==> src/rtl/eq_checker_pkg.sv <==
// Shared types for equation_checker: FSM states, ALU micro-ops and the
// per-mode micro-program table.
package eq_checker_pkg;

  typedef enum logic [2:0] {
    IDLE,
    LOAD,
    LOAD_WAIT,
    CALC,
    COMPARE,
    DONE
  } state_e;

  typedef enum logic [2:0] {
    ADD,
    SUB,
    MUL,
    DIV,
    NOP
  } alu_op_e;

  typedef enum logic [1:0] {
    X,
    Y,
    Z,
    R
  } reg_sel_e;

  typedef struct packed {
    alu_op_e  op;
    reg_sel_e src_a;
    reg_sel_e src_b;
    reg_sel_e dst;
  } micro_op_t;

  localparam micro_op_t UOP_NOP = '{op: NOP, src_a: X, src_b: X, dst: X};

  // Four-step micro-program per mode; unused trailing steps are NOPs.
  function automatic micro_op_t get_uop(input logic [1:0] mode, input logic [1:0] step);
    micro_op_t u;
    u = UOP_NOP;
    case ({mode, step})
      4'b00_00: u = '{op: DIV, src_a: X, src_b: Z, dst: X};
      4'b00_01: u = '{op: MUL, src_a: X, src_b: X, dst: X};
      4'b00_10: u = '{op: DIV, src_a: Y, src_b: Z, dst: Y};
      4'b00_11: u = '{op: ADD, src_a: X, src_b: Y, dst: R};
      4'b01_00: u = '{op: MUL, src_a: X, src_b: Y, dst: X};
      4'b01_01: u = '{op: ADD, src_a: X, src_b: Z, dst: R};
      4'b10_00: u = '{op: ADD, src_a: X, src_b: Y, dst: X};
      4'b10_01: u = '{op: DIV, src_a: X, src_b: Z, dst: R};
      4'b11_00: u = '{op: SUB, src_a: X, src_b: Y, dst: X};
      4'b11_01: u = '{op: MUL, src_a: X, src_b: Z, dst: R};
      default:  u = UOP_NOP;
    endcase
    return u;
  endfunction

endpackage

==> src/rtl/equation_checker_alu.sv <==
// eq_alu: combinational unsigned ALU; all results wrap to WIDTH bits and a
// zero divisor yields all-ones with div_zero raised.
module eq_alu
  import eq_checker_pkg::*;
#(
  parameter int unsigned WIDTH = 8
) (
  input  alu_op_e          op,
  input  logic [WIDTH-1:0] a,
  input  logic [WIDTH-1:0] b,
  output logic [WIDTH-1:0] y,
  output logic             div_zero
);

  always_comb begin
    y        = a;
    div_zero = 1'b0;
    case (op)
      ADD: y = a + b;
      SUB: y = a - b;
      MUL: y = a * b;
      DIV: begin
        if (b == '0) begin
          y        = '1;
          div_zero = 1'b1;
        end else begin
          y = a / b;
        end
      end
      default: y = a;
    endcase
  end

endmodule

==> config.mk <==
export PLATFORM = sky130hd
export DESIGN_NAME = eq_alu
export DESIGN_NICKNAME = d
export VERILOG_FILES = /design/src/rtl/eq_checker_pkg.sv /design/src/rtl/equation_checker_alu.sv
export SDC_FILE = /design/constraint.sdc
export NUM_CORES = 1
export LEC_CHECK = 0
export CORE_MARGIN = 2
export CORE_UTILIZATION = 59
export DETAILED_ROUTE_END_ITERATION = 8
export DONT_BUFFER_PORTS = 1
export PLACE_DENSITY = 0.73
export SYNTH_ARGS = -nofsm -noshare
export SYNTH_HDL_FRONTEND = slang
export SYNTH_SLANG_ARGS = --single-unit
export TNS_END_PERCENT = 1
==> constraint.sdc <==
create_clock -name vclk -period 23.6
set_input_delay 1.18 -clock vclk [all_inputs]
set_output_delay 1.18 -clock vclk [all_outputs]
set_load 0.01 [all_outputs]
# [Word level (Yosys, flattened, before mapping)]
# Cells that the tools add are included.
[word_totals] register_bits=0 in_bits=19 out_inout_bits=9 word_cells=13
[classes] addsub=2 multipliers=1 n_div=1 eq_ne=3 muxes=4 reduce_logical=2
[op_table] cell="$pmux W8 S4" count=1
[op_table] cell="$add A8 B8 Y8" count=1
[op_table] cell="$div A8 B8 Y8" count=1
[op_table] cell="$logic_not A8 Y1" count=1
[op_table] cell="$mul A8 B8 Y8" count=1
[op_table] cell="$mux W8" count=1
[op_table] cell="$sub A8 B8 Y8" count=1
[op_table] cell="$eq A3 B2 Y1 const B" count=2
[op_table] cell="$eq A3 B1 Y1 const B" count=1
[op_table] cell="$logic_not A3 Y1" count=1
[op_table] cell="$mux W1" count=2

# [Logic depth before layout (Yosys ltp)]
# Gate-level depths: netlist of the first run.
[depth] ltp_word=3 depth_mapped=50 depth_no_buf=48

# [Worst setup path after synthesis of the first run]
# OpenSTA, ideal clock, no wires.
[synth_timing] kind="input -> output" startpoint="input port b[7]" endpoint="output port y[0]" t_arrival_ns=11.041 t_required_ns=22.420 path_slack_ns=11.379 stages=48 n_path_buf=2 cell_sequence="clkbuf_1 > nor4_1 > nand2_1 > nor2_1 > a21oi_1 > a21oi_1 > ha_1 > nor4b_1 > nor4_1 > o21ai_1 > o21ai_0 > ha_1 > o211ai_1 > a211oi_4 > a311oi_1 > or2_2 > ha_1 > or2_2 > [12 not listed] > o41a_1 > a31oi_1 > nor3_1 > a21o_1 > ha_1 > a21oi_1 > a21boi_0 > nor3_1 > o21ai_0 > o211ai_1 > clkbuf_1 > mux2_2 > ha_1 > a21oi_1 > nor2b_1 > o21ai_0 > a21oi_1 > o31a_1"
[synth_between] elab_chain_len=3 elab_cells_between_ends=4 cone_classes="div (1); mux (2); reduce/logical (1)"
[synth_rtl] item="start, declared" line_no="equation_checker_alu.sv:10" rtl="input logic [WIDTH-1:0] b,"
[synth_rtl] item="$div A8 B8 Y8 / $logic_not A8 Y1 (equally long branches)" line_no="equation_checker_alu.sv:27, equation_checker_alu.sv:23"
[synth_rtl] item="$mux W8 (*)" line_no="equation_checker_alu.sv:23" rtl="if (b == '0) begin"
[synth_rtl] item="$pmux W8 S4 (*)" line_no="equation_checker_alu.sv:18" rtl="case (op)"
[synth_rtl] item="end, declared" line_no="equation_checker_alu.sv:11" rtl="output logic [WIDTH-1:0] y,"
# Every way passes the cells marked *; elsewhere a longest branch is shown, timed or not.

# [Final worst setup path of the first run]
[layout_timing] startpoint="input port b[4]" endpoint="output port y[0]"
# The elaborated chain is that of the path after synthesis.

==> impl_summary.txt, run 1 <==
----------------------------------------------------
[STA]
  Relative max-transition margin ... 37.5%
  Final-layout worst hold slack ... 2.45 ns
  Transition at the pin with the smallest max-transition slack ... 0.936 ns
  Min setup slack post-route ... 9.99 ns
  Sum of negative setup slack ... 0 ns
  Highest attainable clock frequency ... 73.5 MHz
  Hold violation count in the final report ... 0
  Min cycle time layout ... 13.61 ns
  Number of setup violations in the final report ... 0
  Unrepaired setup endpoints after global routing ... no
  Total count of max-transition violations in the final report ... 0
  Period utilization ... 57.7%

[Synth]
  Syn nets ... 498
  Post-synthesis average cell area ... 7.56 um^2
  Total of warnings raised by yosys ... 0
  Sequential-to-total area share from yosys stat ... 0%
  Distinct cell type count of the synthesized netlist ... 54
  Netlist Area Pre-Place ... 3040 um^2
  Gate count of the mapped netlist ... 402

[Worst setup path]
  Crit path largest cell delay ... 0.74 ns
  Arrival time of the worst setup path ... 12.43 ns
  Req. time, crit path ... 22.42 ns
  Crit Path Class ... in2out
  Buffers & Inverters on Critical Path ... 0
  Family of cells with the greatest summed delay on the critical path ... compound AO/OA/AOI/OAI gates
  Stages on worst setup path ... 48
  Element type at the critical path start ... primary input
  CP max stage cell ... sky130_fd_sc_hd__nor4_1
  Most frequent cell on the critical path ... sky130_fd_sc_hd__ha_1
  Type of destination of the critical path ... output pin
  Destination of the critical timing path ... y[0]
  Highest net fanout along the worst path ... 11
  Crit. Startpoint ... b[4]

[Detailed routing]
  Average routed wire per standard cell ... 17.7 um
  Top sig layer ... met4
  Routed wl met2 ... 3750 um
  Remaining routing DRC violations ... 0
  Length of the first detailed-routing pass in iterations ... 5
  Average via count per standard cell ... 6.34
  Met3 wirelength from detailed routing ... 514 um
  DRT met1 WL ... 3650 um
  Post-route antenna net violation count ... 0
  Sum of routed wire length over all layers ... 8190 um
  DR vias ... 2927
  Detailed router's first-iteration violation count ... 292

[Floorplan]
  Initial cell density of the core ... 60.2%
  Total core area ... 5040 um^2
  Die boundary height ... 75.8 um
  Overall die area ... 5740 um^2
  Die extent in x ... 75.8 um
  Io pins ... 28
  Number of core rows ... 26

[Power]
  Static leakage ... 1.45 nW
  Sum of internal, switching and leakage power ... 0.000106 W
  PwrDens ... 34.3 nW/um^2
  Worst vdd rail ir drop ... 0.0243 mV

[GRT]
  Number of antenna violations at the first check in global routing ... 0
  Overflow after GRT ... 0
  Vias in the first global route ... 2737
  Largest net degree at the start of global routing ... 15
  Global-route wire length before repair ... 13100 um
  Total GRT Usage ... 29.4%

[Job]
  Max-capacitance violation count ... 0

[Placement]
  Placed inst area ... 3080 um^2
  Placer Congestion ... 0.946
  Number of input and output port buffers inserted ... 0
  Sum of net half-perimeters after detailed placement ... 6660 um
  Pre-CTS setup slack ... 10.12 ns

[Final layout]
  Reg area ... 0 um^2
  Cell area after layout ... 3080 um^2
  Area growth, synth to finish ... 1.40%
  Final nets ... 490
  Share of final-layout standard cells stronger than drive strength 1 ... 5.10%
  Filler cell count ... 472
  Seq_cells ... 0
  ANT cells ... 0
  Multi-input gate area in the final layout ... 2840 um^2
  Clock buffer cells ... 0

[Worst hold path]
  Worst hold-check path type ... in2out

[Run status]
  Result of the run ... completed

[Clock tree]
  CTS hold repair buffers ... 0
  Cts repair resizes ... 0
  Setup fix buffers added after clock tree synthesis ... 0

----------------------------------------------------
## cells in the final DEF, fill, tap and decap left out, types with 2 or more instances in the layout
| cell | instances |
|---|---|
| sky130_fd_sc_hd__ha_1 | 64 |
| sky130_fd_sc_hd__inv_1 | 39 |
| sky130_fd_sc_hd__nand3_1 | 2 |
| sky130_fd_sc_hd__nor2_1 | 46 |
| sky130_fd_sc_hd__nand2b_1 | 7 |
| sky130_fd_sc_hd__and2_1 | 2 |
| sky130_fd_sc_hd__xor2_1 | 9 |
| sky130_fd_sc_hd__nor3b_1 | 4 |
| sky130_fd_sc_hd__a21oi_1 | 22 |
| sky130_fd_sc_hd__o211ai_1 | 5 |
| sky130_fd_sc_hd__mux2_4 | 3 |
| sky130_fd_sc_hd__o21ai_0 | 18 |
| sky130_fd_sc_hd__nor4_1 | 4 |
| sky130_fd_sc_hd__nand2_1 | 23 |
| sky130_fd_sc_hd__mux2_2 | 8 |
| sky130_fd_sc_hd__nor2b_1 | 4 |
| sky130_fd_sc_hd__nor3_1 | 15 |
| sky130_fd_sc_hd__mux2i_1 | 3 |
| sky130_fd_sc_hd__xnor2_1 | 30 |
| sky130_fd_sc_hd__o211a_1 | 2 |
| sky130_fd_sc_hd__fa_1 | 13 |
| sky130_fd_sc_hd__a22oi_1 | 3 |
| sky130_fd_sc_hd__nand4_1 | 2 |
| sky130_fd_sc_hd__o21a_1 | 11 |
| sky130_fd_sc_hd__or2_2 | 5 |
| sky130_fd_sc_hd__o31a_1 | 2 |
| sky130_fd_sc_hd__a31oi_1 | 7 |
| sky130_fd_sc_hd__a221oi_1 | 3 |
| sky130_fd_sc_hd__o221ai_1 | 2 |
| sky130_fd_sc_hd__a21o_1 | 12 |
## power by group
part / switching (W) / internal [W] / total, W
registers: 0 / 0 / 0
clock network: 0 / 0 / 0
logic: 0.0000571 / 0.0000487 / 0.000106
## area by class of cell
type	instances	area share, %
Inverter	40	4.87
Tap cell	70	2.84
Multi-Input combinational cell	352	92.3
## metal layers
layer,up-vias,track usage [%]
met5,-,0
met4,0,8.58
met3,21,1.72
met2,121,49.9
met1,1364,40.0
li1,1421,-
## per-stage QoR
stage               utilization (%)  instances
floorplan                         -        402
global placement               61.1        462
detailed placement             61.1        462
CTS                            61.1        462
global route                   61.1        462
finish                         61.1        462
## cell families after synthesis
group                    after synthesis  synth area share [%]
multiplexers                          14                  5.44
AO/OA/AOI/OAI                        100                  22.4
buffers and inverters                 50                  6.42
XOR/XNOR                              39                  11.2
AND/OR/NAND/NOR                      122                  19.6
adder cells (fa/ha/maj)               77                  34.9
## worst min path at each step
stage,from,to,cells after the start
6_report,op[2],y[1],1
5_1_grt,op[2],y[3],1
4_1_cts,op[2],y[1],1
3_5_place_dp,op[2],y[1],1
3_3_place_gp,op[2],y[1],1
2_1_floorplan,a[5],y[5],2
## Yosys cell counts, drive strengths merged (2+ instances only)
| master | n | area [um^2] |
|---|---|---|
| or2 | 5 | 31.3 |
| mux2i | 3 | 30.0 |
| xnor2 | 30 | 263 |
| nand2 | 23 | 86.3 |
| nand4 | 2 | 12.5 |
| nor2 | 46 | 173 |
| nor3b | 4 | 30.0 |
| a21o | 12 | 90.1 |
| a22oi | 3 | 22.5 |
| a21oi | 22 | 110 |
| o31a | 2 | 17.5 |
| inv | 39 | 146 |
| o211ai | 5 | 37.5 |
| nor3 | 15 | 75.1 |
| o211a | 2 | 20.0 |
| clkbuf | 9 | 33.8 |
| o21ai | 19 | 95.1 |
| xor2 | 9 | 78.8 |
| a31oi | 7 | 43.8 |
| nand2b | 7 | 43.8 |
| and2 | 2 | 12.5 |
| nand3 | 2 | 10.0 |
| ha | 64 | 801 |
| fa | 13 | 260 |
| nor4 | 5 | 37.5 |
| or4 | 2 | 18.8 |
| a221oi | 3 | 26.3 |
| o21a | 11 | 82.6 |
| a211oi | 2 | 27.5 |
| o221ai | 2 | 17.5 |
| mux2 | 11 | 135 |
| nor2b | 4 | 25.0 |
No activity file was read; power rests on OpenSTA's default activity.
==> run 2: changes to the inputs <==
--- a/config.mk
+++ b/config.mk
@@ -5,11 +5,12 @@
 export SDC_FILE = /design/constraint.sdc
 export NUM_CORES = 1
 export LEC_CHECK = 0
+export ABC_AREA = 1
 export CORE_MARGIN = 2
 export CORE_UTILIZATION = 59
 export DETAILED_ROUTE_END_ITERATION = 8
 export DONT_BUFFER_PORTS = 1
-export PLACE_DENSITY = 0.73
+export PLACE_DENSITY = 0.76
 export SYNTH_ARGS = -nofsm -noshare
 export SYNTH_HDL_FRONTEND = slang
 export SYNTH_SLANG_ARGS = --single-unit
==> constraint.sdc (replaced) <==
create_clock -name vclk -period 11.1
set_input_delay 0.555 -clock vclk [all_inputs]
set_output_delay 0.555 -clock vclk [all_outputs]
set_load 0.01 [all_outputs]
==> run 2 against run 1 <==
Combinational power grew 120%. Sequential share of layout area unchanged. Largest cell class unchanged. Core utilization increased by 1.7 points. Via count rose by 11%. Synthesized cell count up 37%. Die area grew 12%. Critical path type unchanged. Count of clock-buffer cells in the layout is the same.
==> impl_summary.txt, run 2 <==
----------------------------------------------------
[Detailed routing]
  Detailed router's first-iteration violation count ... 188
  Average via count per standard cell ... 5.32
  Average routed wire per standard cell ... 14.0 um
  Sum of routed wire length over all layers ... 8560 um
  Remaining routing DRC violations ... 0
  Length of the first detailed-routing pass in iterations ... 4
  Post-route antenna net violation count ... 0
  DR vias ... 3247

[STA]
  Total count of max-transition violations in the final report ... 0
  Unrepaired setup endpoints after global routing ... no
  Min setup slack post-route ... 1.07 ns
  Period utilization ... 90.4%
  Number of setup violations in the final report ... 0
  Hold violation count in the final report ... 0
  Transition at the pin with the smallest max-transition slack ... 0.757 ns
  Highest attainable clock frequency ... 99.7 MHz
  Sum of negative setup slack ... 0 ns
  Relative max-transition margin ... 49.0%
  Final-layout worst hold slack ... 1.27 ns
  Min cycle time layout ... 10.03 ns

[Synth]
  Syn nets ... 646
  Cell type contributing the most total cell area after synthesis ... sky130_fd_sc_hd__ha_1
  Netlist Area Pre-Place ... 3440 um^2
  Xor and xnor area share after synthesis ... 8.66%
  Simple-gate area share of the yosys netlist ... 32.0%
  Distinct cell type count of the synthesized netlist ... 41
  Sequential-to-total area share from yosys stat ... 0%
  Total of warnings raised by yosys ... 0
  Post-Synth Adder-Cell Area ... 30.9%
  Gate count of the mapped netlist ... 550
  Complex-gate fraction of the synthesized area ... 13.9%
  Post-synthesis average cell area ... 6.25 um^2
  Top-count cell post-synth ... sky130_fd_sc_hd__nand2_1
  Share of the synthesized area in the top cell type ... 23.3%
  Main combinational cell family by area after synthesis ... simple AND/OR/NAND/NOR gates
  Most used standard cells in the synthesized netlist ... 127 x sky130_fd_sc_hd__nand2_1, 108 x sky130_fd_sc_hd__inv_1, 64 x sky130_fd_sc_hd__ha_1, 33 x sky130_fd_sc_hd__nor2_1, 27 x sky130_fd_sc_hd__xor2_1
  Mux share of post-synthesis cell area ... 0%
  Most area-consuming cells after synthesis ... sky130_fd_sc_hd__ha_1 23%, sky130_fd_sc_hd__nand2_1 14%, sky130_fd_sc_hd__inv_1 12%, sky130_fd_sc_hd__fa_1 7.6%, sky130_fd_sc_hd__xor2_1 6.9%

[GRT]
  Total GRT Usage ... 28.1%
  Number of antenna violations at the first check in global routing ... 0
  Largest net degree at the start of global routing ... 13
  Global-route wire length before repair ... 14500 um
  Overflow after GRT ... 0
  Vias in the first global route ... 3216

[Final layout]
  Non-filler cells, final ... 610
  ANT cells ... 0
  Commonest non-fill, non-tap cell in the layout ... sky130_fd_sc_hd__nand2_1
  Filler cell count ... 531
  Final nets ... 636
  Clock buffer cells ... 0
  Reg area ... 0 um^2
  Seq_cells ... 0
  Share of final-layout standard cells stronger than drive strength 1 ... 10.4%
  Commonest non-fill, non-tap cells in the layout ... 127 x sky130_fd_sc_hd__nand2_1, 108 x sky130_fd_sc_hd__inv_1, 64 x sky130_fd_sc_hd__ha_1
  Area growth, synth to finish ... 1.82%

[Worst setup path]
  Family of cells with the greatest summed delay on the critical path ... simple AND/OR/NAND/NOR gates
  Buffers & Inverters on Critical Path ... 10
  Element type at the critical path start ... primary input
  Type of destination of the critical path ... output pin
  Destination of the critical timing path ... y[0]
  Crit. Startpoint ... b[0]
  Crit Path Class ... in2out
  Req. time, crit path ... 10.55 ns
  CP max stage cell ... sky130_fd_sc_hd__ha_1
  Crit path largest cell delay ... 0.38 ns
  Most frequent cell on the critical path ... sky130_fd_sc_hd__nand2_1
  Highest net fanout along the worst path ... 11
  Stages on worst setup path ... 64
  Arrival time of the worst setup path ... 9.48 ns

[Job]
  Max-capacitance violation count ... 0

[Power]
  Relative contribution of combinational cells to total power ... 100.0%
  PwrDens ... 65.5 nW/um^2
  Worst vdd rail ir drop ... 0.0296 mV
  Static leakage ... 2.08 nW
  Relative contribution of the clock network to total power ... 0%
  Sequential share of power ... 0%
  Power dissipated by switching net loads ... 0.000138 W
  Switch share ... 60.3%
  Sum of internal, switching and leakage power ... 0.000229 W
  P_int ... 0.0000911 W

[Placement]
  Number of input and output port buffers inserted ... 0
  Pre-CTS setup slack ... 0.822 ns
  Placer Congestion ... 0.906
  Placed cell count ... 610
  Sum of net half-perimeters after detailed placement ... 7140 um

[Floorplan]
  Overall die area ... 6450 um^2
  Total core area ... 5570 um^2
  Initial cell density of the core ... 61.7%
  Number of core rows ... 27
  Die boundary height ... 80.3 um
  Die extent in x ... 80.3 um
  Io pins ... 28

[Worst hold path]
  Hold path start ... a[0]
  Worst hold-check path type ... in2out

[Clock tree]
  Cts repair resizes ... 0
  Setup fix buffers added after clock tree synthesis ... 0
  CTS hold repair buffers ... 0

[Run status]
  Result of the run ... completed

----------------------------------------------------
[run 2: cell families after synthesis]
family | Yosys count
AOI/OAI and AO/OA | 80
and+or+nand+nor | 232
adders and majority gates | 77
xor gates and xnor gates | 34
buffers and inverters | 127
[run 2: stage by stage]
| step | utilization (%) | instance area (um^2) |
|---|---|---|
| 3_3_place_gp | 62.2 | 3470 |
| 2_1_floorplan | - | 3440 |
| 3_5_place_dp | 62.2 | 3470 |
| 5_1_grt | 62.8 | 3500 |
| 4_1_cts | 62.2 | 3470 |
| 6_report | 62.8 | 3500 |
[run 2: worst min-delay path by stage]
stage,to,slack (ns),cells past startpoint
2_1_floorplan,div_zero,1.25,2
3_3_place_gp,y[6],1.27,1
6_report,y[0],1.27,2
4_1_cts,y[6],1.27,1
5_1_grt,y[6],1.27,1
3_5_place_dp,y[6],1.27,1
[run 2: power by group through the flow]
stage | clock network [W] | logic (W) | registers [W]
after floorplan | 0 | 0.000190 | 0
after global placement | 0 | 0.000218 | 0
after detailed placement | 0 | 0.000225 | 0
after CTS | 0 | 0.000227 | 0
after global routing | 0 | 0.000267 | 0
final | 0 | 0.000229 | 0
[run 2: cell type report]
cell class,count,area (um^2),share of cell area (%)
well taps,72,90.1,2.57
multi-input cells,423,2970,84.8
inverters,115,442,12.6
[run 2: per-layer routing]
metal | part of all wire [%] | vias up | GRT usage [%]
met3 | 6.7 | 10 | 2.92
met5 | 0 | - | 0
met4 | 1.5 | 0 | 3.39
li1 | - | 1726 | -
met2 | 46 | 82 | 51.3
met1 | 46 | 1429 | 36.3
